--- src/rtl/cnn_pkg.sv ---
// cnn_pkg: shared constants and row-FSM state type for the conv window datapath.
package cnn_pkg;
  localparam int PIX_W = 8;
  localparam int KERNEL = 3;
  localparam int IMG_W = 64;
  typedef enum logic [1:0] {EXP0, EXP1, EXP2} row_state_t;
endpackage

--- src/rtl/col_collector.sv ---
// col_collector: gathers three vertically ordered beats into one column and flags row-order errors.
module col_collector #(
  parameter int PIX_W = cnn_pkg::PIX_W
) (
  input  logic                 clk,
  input  logic                 rst,
  input  logic                 acc,
  input  logic [PIX_W-1:0]     pix,
  input  logic                 zero,
  input  logic [1:0]           row,
  input  logic                 sol,
  output logic                 done,
  output logic                 line_start,
  output logic [3*PIX_W-1:0]   col,
  output logic                 err
);
  cnn_pkg::row_state_t state, state_nx;
  logic [PIX_W-1:0] pix_z, stg0, stg1;
  logic hit, miss;
  assign pix_z = zero ? '0 : pix;
  assign hit = acc && (row == state);
  assign miss = acc && (row != state);
  always_ff @(posedge clk or posedge rst)
    if (rst) state <= cnn_pkg::EXP0;
    else state <= state_nx;
  always_comb begin
    state_nx = miss ? cnn_pkg::EXP0 :
               !hit ? state :
               state == cnn_pkg::EXP0 ? cnn_pkg::EXP1 :
               state == cnn_pkg::EXP1 ? cnn_pkg::EXP2 : cnn_pkg::EXP0;
  end
  always_comb begin
    done = hit && state == cnn_pkg::EXP2;
    line_start = hit && sol && state == cnn_pkg::EXP0;
    col = {pix_z, stg1, stg0};
  end
  always_ff @(posedge clk or posedge rst)
    if (rst) begin
      stg0 <= '0;
      stg1 <= '0;
      err <= 1'b0;
    end else if (miss) begin
      stg0 <= '0;
      stg1 <= '0;
      err <= 1'b1;
    end else if (hit && state == cnn_pkg::EXP0) stg0 <= pix_z;
    else if (hit && state == cnn_pkg::EXP1) stg1 <= pix_z;
endmodule

--- src/rtl/conv_window_assembler.sv ---
// conv_window_assembler: builds sliding 3x3 windows from column beats with a valid/ready output.
module conv_window_assembler #(
  parameter int PIX_W = cnn_pkg::PIX_W,
  parameter int IMG_W = cnn_pkg::IMG_W
) (
  input  logic                 clk,
  input  logic                 rst,
  input  logic                 in_valid,
  output logic                 in_ready,
  input  logic [PIX_W-1:0]     in_pix,
  input  logic                 in_zero,
  input  logic [1:0]           in_row,
  input  logic                 in_sol,
  output logic                 out_valid,
  input  logic                 out_ready,
  output logic [9*PIX_W-1:0]   out_win,
  output logic [6:0]           out_col,
  output logic                 err
);
  localparam int K = cnn_pkg::KERNEL;
  logic acc, done, line_start;
  logic [K*PIX_W-1:0] col;
  logic [K*K*PIX_W-1:0] win, win_nx;
  logic [1:0] cnt, cnt_nx;
  logic [6:0] idx;
  assign in_ready = !(out_valid && !out_ready);
  assign acc = in_valid && in_ready;
  assign out_win = win;
  col_collector #(.PIX_W(PIX_W)) u_col (
    .clk(clk), .rst(rst), .acc(acc), .pix(in_pix), .zero(in_zero), .row(in_row),
    .sol(in_sol), .done(done), .line_start(line_start), .col(col), .err(err)
  );
  always_comb begin
    cnt_nx = cnt == 2'd3 ? 2'd3 : cnt + 2'd1;
    win_nx = win;
    for (int r = 0; r < K; r++) begin
      for (int k = 0; k < K - 1; k++)
        win_nx[(K*r+k)*PIX_W +: PIX_W] = win[(K*r+k+1)*PIX_W +: PIX_W];
      win_nx[(K*r+K-1)*PIX_W +: PIX_W] = col[r*PIX_W +: PIX_W];
    end
  end
  // a completing beat is only accepted when no window is pending, so the shift never clobbers one
  always_ff @(posedge clk or posedge rst)
    if (rst) begin
      win <= '0;
      cnt <= '0;
      idx <= '0;
      out_col <= '0;
      out_valid <= 1'b0;
    end else begin
      if (line_start) begin
        cnt <= '0;
        idx <= '0;
      end
      if (done) begin
        win <= win_nx;
        cnt <= cnt_nx;
        idx <= idx == 7'(IMG_W - 1) ? 7'd0 : idx + 7'd1;
        if (cnt_nx == 2'd3) out_col <= idx;
      end
      out_valid <= done ? cnt_nx == 2'd3 : out_valid && !out_ready;
    end
endmodule

--- config.mk ---
export PLATFORM = sky130hd
export DESIGN_NAME = conv_window_assembler
export DESIGN_NICKNAME = d
export VERILOG_FILES = /design/src/rtl/cnn_pkg.sv /design/src/rtl/col_collector.sv /design/src/rtl/conv_window_assembler.sv
export SDC_FILE = /design/constraint.sdc
export NUM_CORES = 1
export LEC_CHECK = 0
export CORE_ASPECT_RATIO = 1.25
export CORE_UTILIZATION = 47
export CTS_BUF_LIST = sky130_fd_sc_hd__clkbuf_4
export CTS_CLUSTER_SIZE = 20
export DETAILED_ROUTE_END_ITERATION = 10
export HOLD_SLACK_MARGIN = 0.15
export PLACE_DENSITY = 0.78
export SLEW_MARGIN = 0
export SYNTH_ARGS = -nofsm -noshare
export SYNTH_HDL_FRONTEND = slang
export SYNTH_HIERARCHICAL = 1
export SYNTH_SLANG_ARGS = --single-unit
--- constraint.sdc ---
create_clock -name clk -period 3.05 [get_ports clk]
set_input_delay 0.61 -clock clk [delete_from_list [all_inputs] [get_ports clk]]
set_output_delay 0.61 -clock clk [all_outputs]
set_load 0.02 [all_outputs]
==> Word-level counts from Yosys, hierarchy flattened <==
Cells that the tools add are included.
{ "classes": {"n_addsub": 2, "n_eq_ne": 8, "n_mux": 17, "n_reduce_logical": 18} }
{ "op_table": {"columns": ["cell", "count"], "rows": [
  ["$mux W8", 6],
  ["$mux W7", 3],
  ["$mux W2", 7],
  ["$logic_and A1 B1 Y1", 9],
  ["$reduce_bool A2 Y1", 4],
  ["$add A7 B1 Y7 const B", 1],
  ["$eq A7 B6 Y1 const B", 1],
  ["$eq A2 B2 Y1 const B", 3],
  ["$reduce_and A2 Y1", 2],
  ["$add A2 B1 Y2 const B", 1],
  ["$eq A2 B1 Y1 const B", 1],
  ["$eq A2 B2 Y1", 1],
  ["$logic_not A1 Y1", 2],
  ["$logic_not A2 Y1", 1],
  ["$ne A2 B1 Y1 const B", 1],
  ["$ne A2 B2 Y1", 1],
  ["$mux W1", 1]
]} }
{ "totals": {"register_bits": 108, "in_bits": 16, "output_inout_bits": 82, "elab_cells": 54} }

==> Logic depth before layout (Yosys ltp) <==
{ "depth": {"ltp_word": 9, "ltp_mapped": 9, "mapped_depth_nobuf": 8} }

==> By module <==
Netlist, hierarchy kept.
{ "modules_own_cells": {"columns": ["module", "instances", "cells_each", "area_per_inst_um2", "seq_area_each_um2"], "rows": [
  ["conv_window_assembler", 1, 224, 3415.8, 2227.1],
  ["col_collector", 1, 63, 829.5, 475.5]
]} }

==> Least setup slack after synthesis <==
No wires, ideal clock.
{ "synth_path": {"path_kind": "input to register", "startpoint": "input out_ready", "endpoint": "register win[12], in the netlist out_win[12]", "setup_time_ns": 0.125, "arrival_time_ns": 2.140, "required_ns": 2.925, "setup_slack_ns": 0.785, "cell_stages": 7, "path_buffers": 2, "path_cell_list": "nand2b_1 and2_1 inv_1 nor4_1 buf_4 buf_2 mux2_2"} }
{ "synth_between": {"elab_chain_cells": 6} }
{ "synth_lines": {"columns": ["element", "line_no", "source"], "rows": [
  ["start: declaration", "conv_window_assembler.sv:15", "input logic out_ready,"],
  ["$logic_not A1 Y1", "conv_window_assembler.sv:26", "assign in_ready = !(out_valid && !out_ready);"],
  ["$logic_and A1 B1 Y1", "conv_window_assembler.sv:26", null],
  ["$logic_not A1 Y1", "conv_window_assembler.sv:26", null],
  ["$logic_and A1 B1 Y1", "conv_window_assembler.sv:27", "assign acc = in_valid && in_ready;"],
  ["named net acc", "conv_window_assembler.sv:21", "logic acc, done, line_start;"],
  ["$logic_and A1 B1 Y1", "col_collector.sv:21", "assign hit = acc && (row == state);"],
  ["$logic_and A1 B1 Y1", "col_collector.sv:33", "done = hit && state == cnn_pkg::EXP2;"],
  ["named net done", "conv_window_assembler.sv:21", null],
  ["end signal: assignment", "conv_window_assembler.sv:56", "win <= win_nx;"],
  ["end: declaration", "conv_window_assembler.sv:23", "logic [K*K*PIX_W-1:0] win, win_nx;"]
]} }
The timed path passes the listed nets, and every way through them passes these cells.
A chain may end at the register's enable or synchronous reset.

==> Final worst setup path <==
{ "layout_path": {"startpoint": "input out_ready", "endpoint": "output in_ready"} }
{ "layout_between": {"elab_chain_cells": 3} }
{ "layout_lines": {"columns": ["element", "line_no", "source"], "rows": [
  ["$logic_not A1 Y1", "conv_window_assembler.sv:26", null],
  ["$logic_and A1 B1 Y1", "conv_window_assembler.sv:26", null],
  ["$logic_not A1 Y1", "conv_window_assembler.sv:26", null],
  ["end: declaration", "conv_window_assembler.sv:9", "output logic in_ready,"]
]} }
No other way between the ends.

==> summary.md <==
| Metric | Value |
|---|---|
| Max_slew headroom | 52.79% |
| Final Hold Vio Count | 0 |
| Clock buffer depth | 2 |
| Clock slew at reported path FFs | 0.14 ns |
| IO Port Bufs | 97 |
| Switch Pwr | 0.5716 mW |
| Worst hold path endpoint | cnt[0] |
| Starting Density | 48.79% |
| Crit path launch type | input port |
| Clk root buf | clkbuf_4 |
| Cell chain of the critical path | clkdlybuf4s50_1 -> nand2b_1 -> clkdlybuf4s50_1 |
| Min Tclk post-route | 2.455 ns |
| DR iter-0 viols | 70 |
| Post-synthesis sequential area ratio | 63.66% |
| Post-Layout Inst Area | 5489 um^2 |
| Pint | 1.723 mW |
| Die height | 108.3 um |
| Final max-slew violation count | 0 |
| Non-Filler Instances | 514 |
| Tcrit/Tclk final | 80.49% |
| Total track usage | 19.50% |
| Outcome | finished, final reports clean |
| Final core occ | 63.09% |
| Comb pwr share | 7.9% |
| Placement row count | 38 |
| Post-synth top area cell | dfrtp_1 |
| Largest net degree at the start of global routing | 51 |
| Hold WS | 0.5033 ns |
| Detail Route Antenna Nets | 0 |
| Post-DP Area | 5373 um^2 |
| First drt pass iteration count | 4 |
| #FFs+latches synth | 108 |
| Full die area | 9419 um^2 |
| Grt total ovfl | 0 |
| Boundary pin count | 98 |
| CTS resizes | 0 |
| Worst path most repeated cell | clkdlybuf4s50_1 |
| Post-synth ARST share | 100.0% |
| Clk pwr share | 27.0% |
| Setup_tns | 0 ns |
| Drt wl/cell | 16.44 um |
| Min-delay src | cnt[0] |
| Global-route wire length before repair | 13820 um |
| Peak supply drop | 0.2375 mV |
| Leakage power | 2.572 nW |
| Slew at the pin with the worst max-slew slack | 0.7074 ns |
| CORE AREA | 8701 um^2 |
| Synth Net Count | 304 |
| Sw Ratio | 24.91% |
| Total CTS buffers | 9 |
| Worst setup EP type | output port |
| HPWL after detailed placement | 5999 um |
| Pre-CTS setup slack | 0.2113 ns |
| Total Power | 2.295 mW |
| # hold bufs at CTS | 0 |
| Main synth FF type | dfrtp_1 |
| Placed Instances | 498 |
| Arr. time, crit path | 1.84 ns |
| Max-cap violations | 0 |
| Worst Path Max Fanout | 3 |
| Most frequent cells in the layout | dfrtp_1 (108), clkdlybuf4s50_1 (97), mux2_2 (76) |
| Max Fclk | 0.4073 GHz |
| Share of layout cells above drive strength 1 | 26.14% |
| Syn avg cell area | 14.79 um^2 |
| CTS H-tree lvls | 3 |
| Clk sinks | 108 |
| Synth top area share | 63.66% |
| Commonest non-fill, non-tap cell in the layout | dfrtp_1 |
| Initial antenna violation count | 0 |
| Cells on worst reg2reg path | 7 |
| Clk_skew | 0.01180 ns |
| Vias in the first global route | 2796 |
| Post-synth EDFFs | 0 |
| N_diodes | 0 |
| Part of the power in registers | 65.1% |
| Top delay family on crit path | buffers and inverters |
| Cell Area, Synth | 4245 um^2 |
| Slowest stage cell on the critical path | clkdlybuf4s50_1 |
| HP Class | reg2reg |
| Critical setup path kind | in2out |
| Synth unique cells | 32 |
| CP peak stage delay | 0.63 ns |
| Hold Crit Depth | 1 |
| Worst path required time | 2.44 ns |
| Area Growth Syn to Fin | 29.30% |
| RSZ-0062 raised after global routing | no |
| Synth Instances | 287 |
| Critical path buffers and inverters | 2 |
| Power per cell area | 418.0 nW/um^2 |
| RR Endpoint | out_col[4] |
| R2r setup slk | 0.98 ns |
| Setup violations, final | 0 |
| WL final | 8450 um |
| R2r startpoint | out_valid |
| Net count, final | 406 |
| Worst Slack Setup Final | 0.5951 ns |
| Critical path launch point | out_ready |
| Synth warnings | 6 |
| Dominant cells by area after synthesis | dfrtp_1 (64%), mux2_2 (20%), a22o_1 (3.3%) |
| Clk_lat worst skew | 0.44 ns |
| CTS tree | yes |
| Post-CTS Setup Bufs | 0 |
| DRC | 0 |
| Vias per Instance | 5.167 |
| Die width | 87.01 um |
| Total number of vias | 2656 |
| GPL Wtd Cong | 0.7554 |
==> power by group through the flow <==
stage / registers [mW] / clock network [mW] / logic, mW
after floorplan: 1.53 / 0 / 0.0877
after global placement: 1.52 / 0 / 0.180
after detailed placement: 1.52 / 0 / 0.183
after CTS: 1.49 / 0.644 / 0.184
after global routing: 1.50 / 0.696 / 0.198
final: 1.49 / 0.620 / 0.181
==> sequential cells by signal, indices dropped and copies added (netlist names) <==
register,count
u_col/state,2
u_col/err,1
idx,7
u_col/stg0,8
out_win,72
out_col,7
out_valid,1
u_col/stg1,8
cnt,2
==> cell type report <==
class,instances,area [um^2]
Clock inverter,6,41.29
Fill cell,674,3212
Clock buffer,10,75.07
Inverter,8,31.28
Tap cell,120,150.1
Sequential cell,108,2703
Multi-Input combinational cell,158,1440
Timing Repair Buffer,104,1049
==> metal layers <==
metal / track usage (%) / vias to the layer above / share of wire (%)
li1: - / 1225 / -
met1: 25.76 / 1354 / 45
met2: 31.33 / 66 / 49
met3: 3.817 / 11 / 4.4
met4: 8.571 / 0 / 1.8
met5: 0 / - / 0
==> synth_stat cells, types with 2 or more instances <==
cell type	count
o211ai_2	2
buf_2	9
and2_1	2
a22o_1	16
nand2_1	10
a21oi_1	2
o21ai_0	9
inv_1	8
xnor2_1	2
nor2b_1	9
xor2_1	3
nand2b_1	5
mux2_2	76
buf_6	2
nor2_1	4
nand3_1	2
o32ai_1	3
a21o_1	2
dfrtp_1	108
==> worst max path at each step <==
stage,slack (ns),to,cells past startpoint
floorplan,0.13,cnt[0],1
global placement,0.35,out_win[12],8
detailed placement,0.21,out_col[2],8
CTS,0.57,in_ready,3
global route,0.53,out_col[4],8
finish,0.60,in_ready,3
==> cells by family after synthesis <==
group           Yosys count  share of synthesized area, %
simple gates             38                         5.335
flops                   108                         63.66
mux                      76                         20.16
buf+inv                  21                         2.564
compound gates           37                         6.572
xor+xnor                  6                         1.415
fa+ha+maj                 1                        0.2947
No activity file was read; power rests on OpenSTA's default activity.
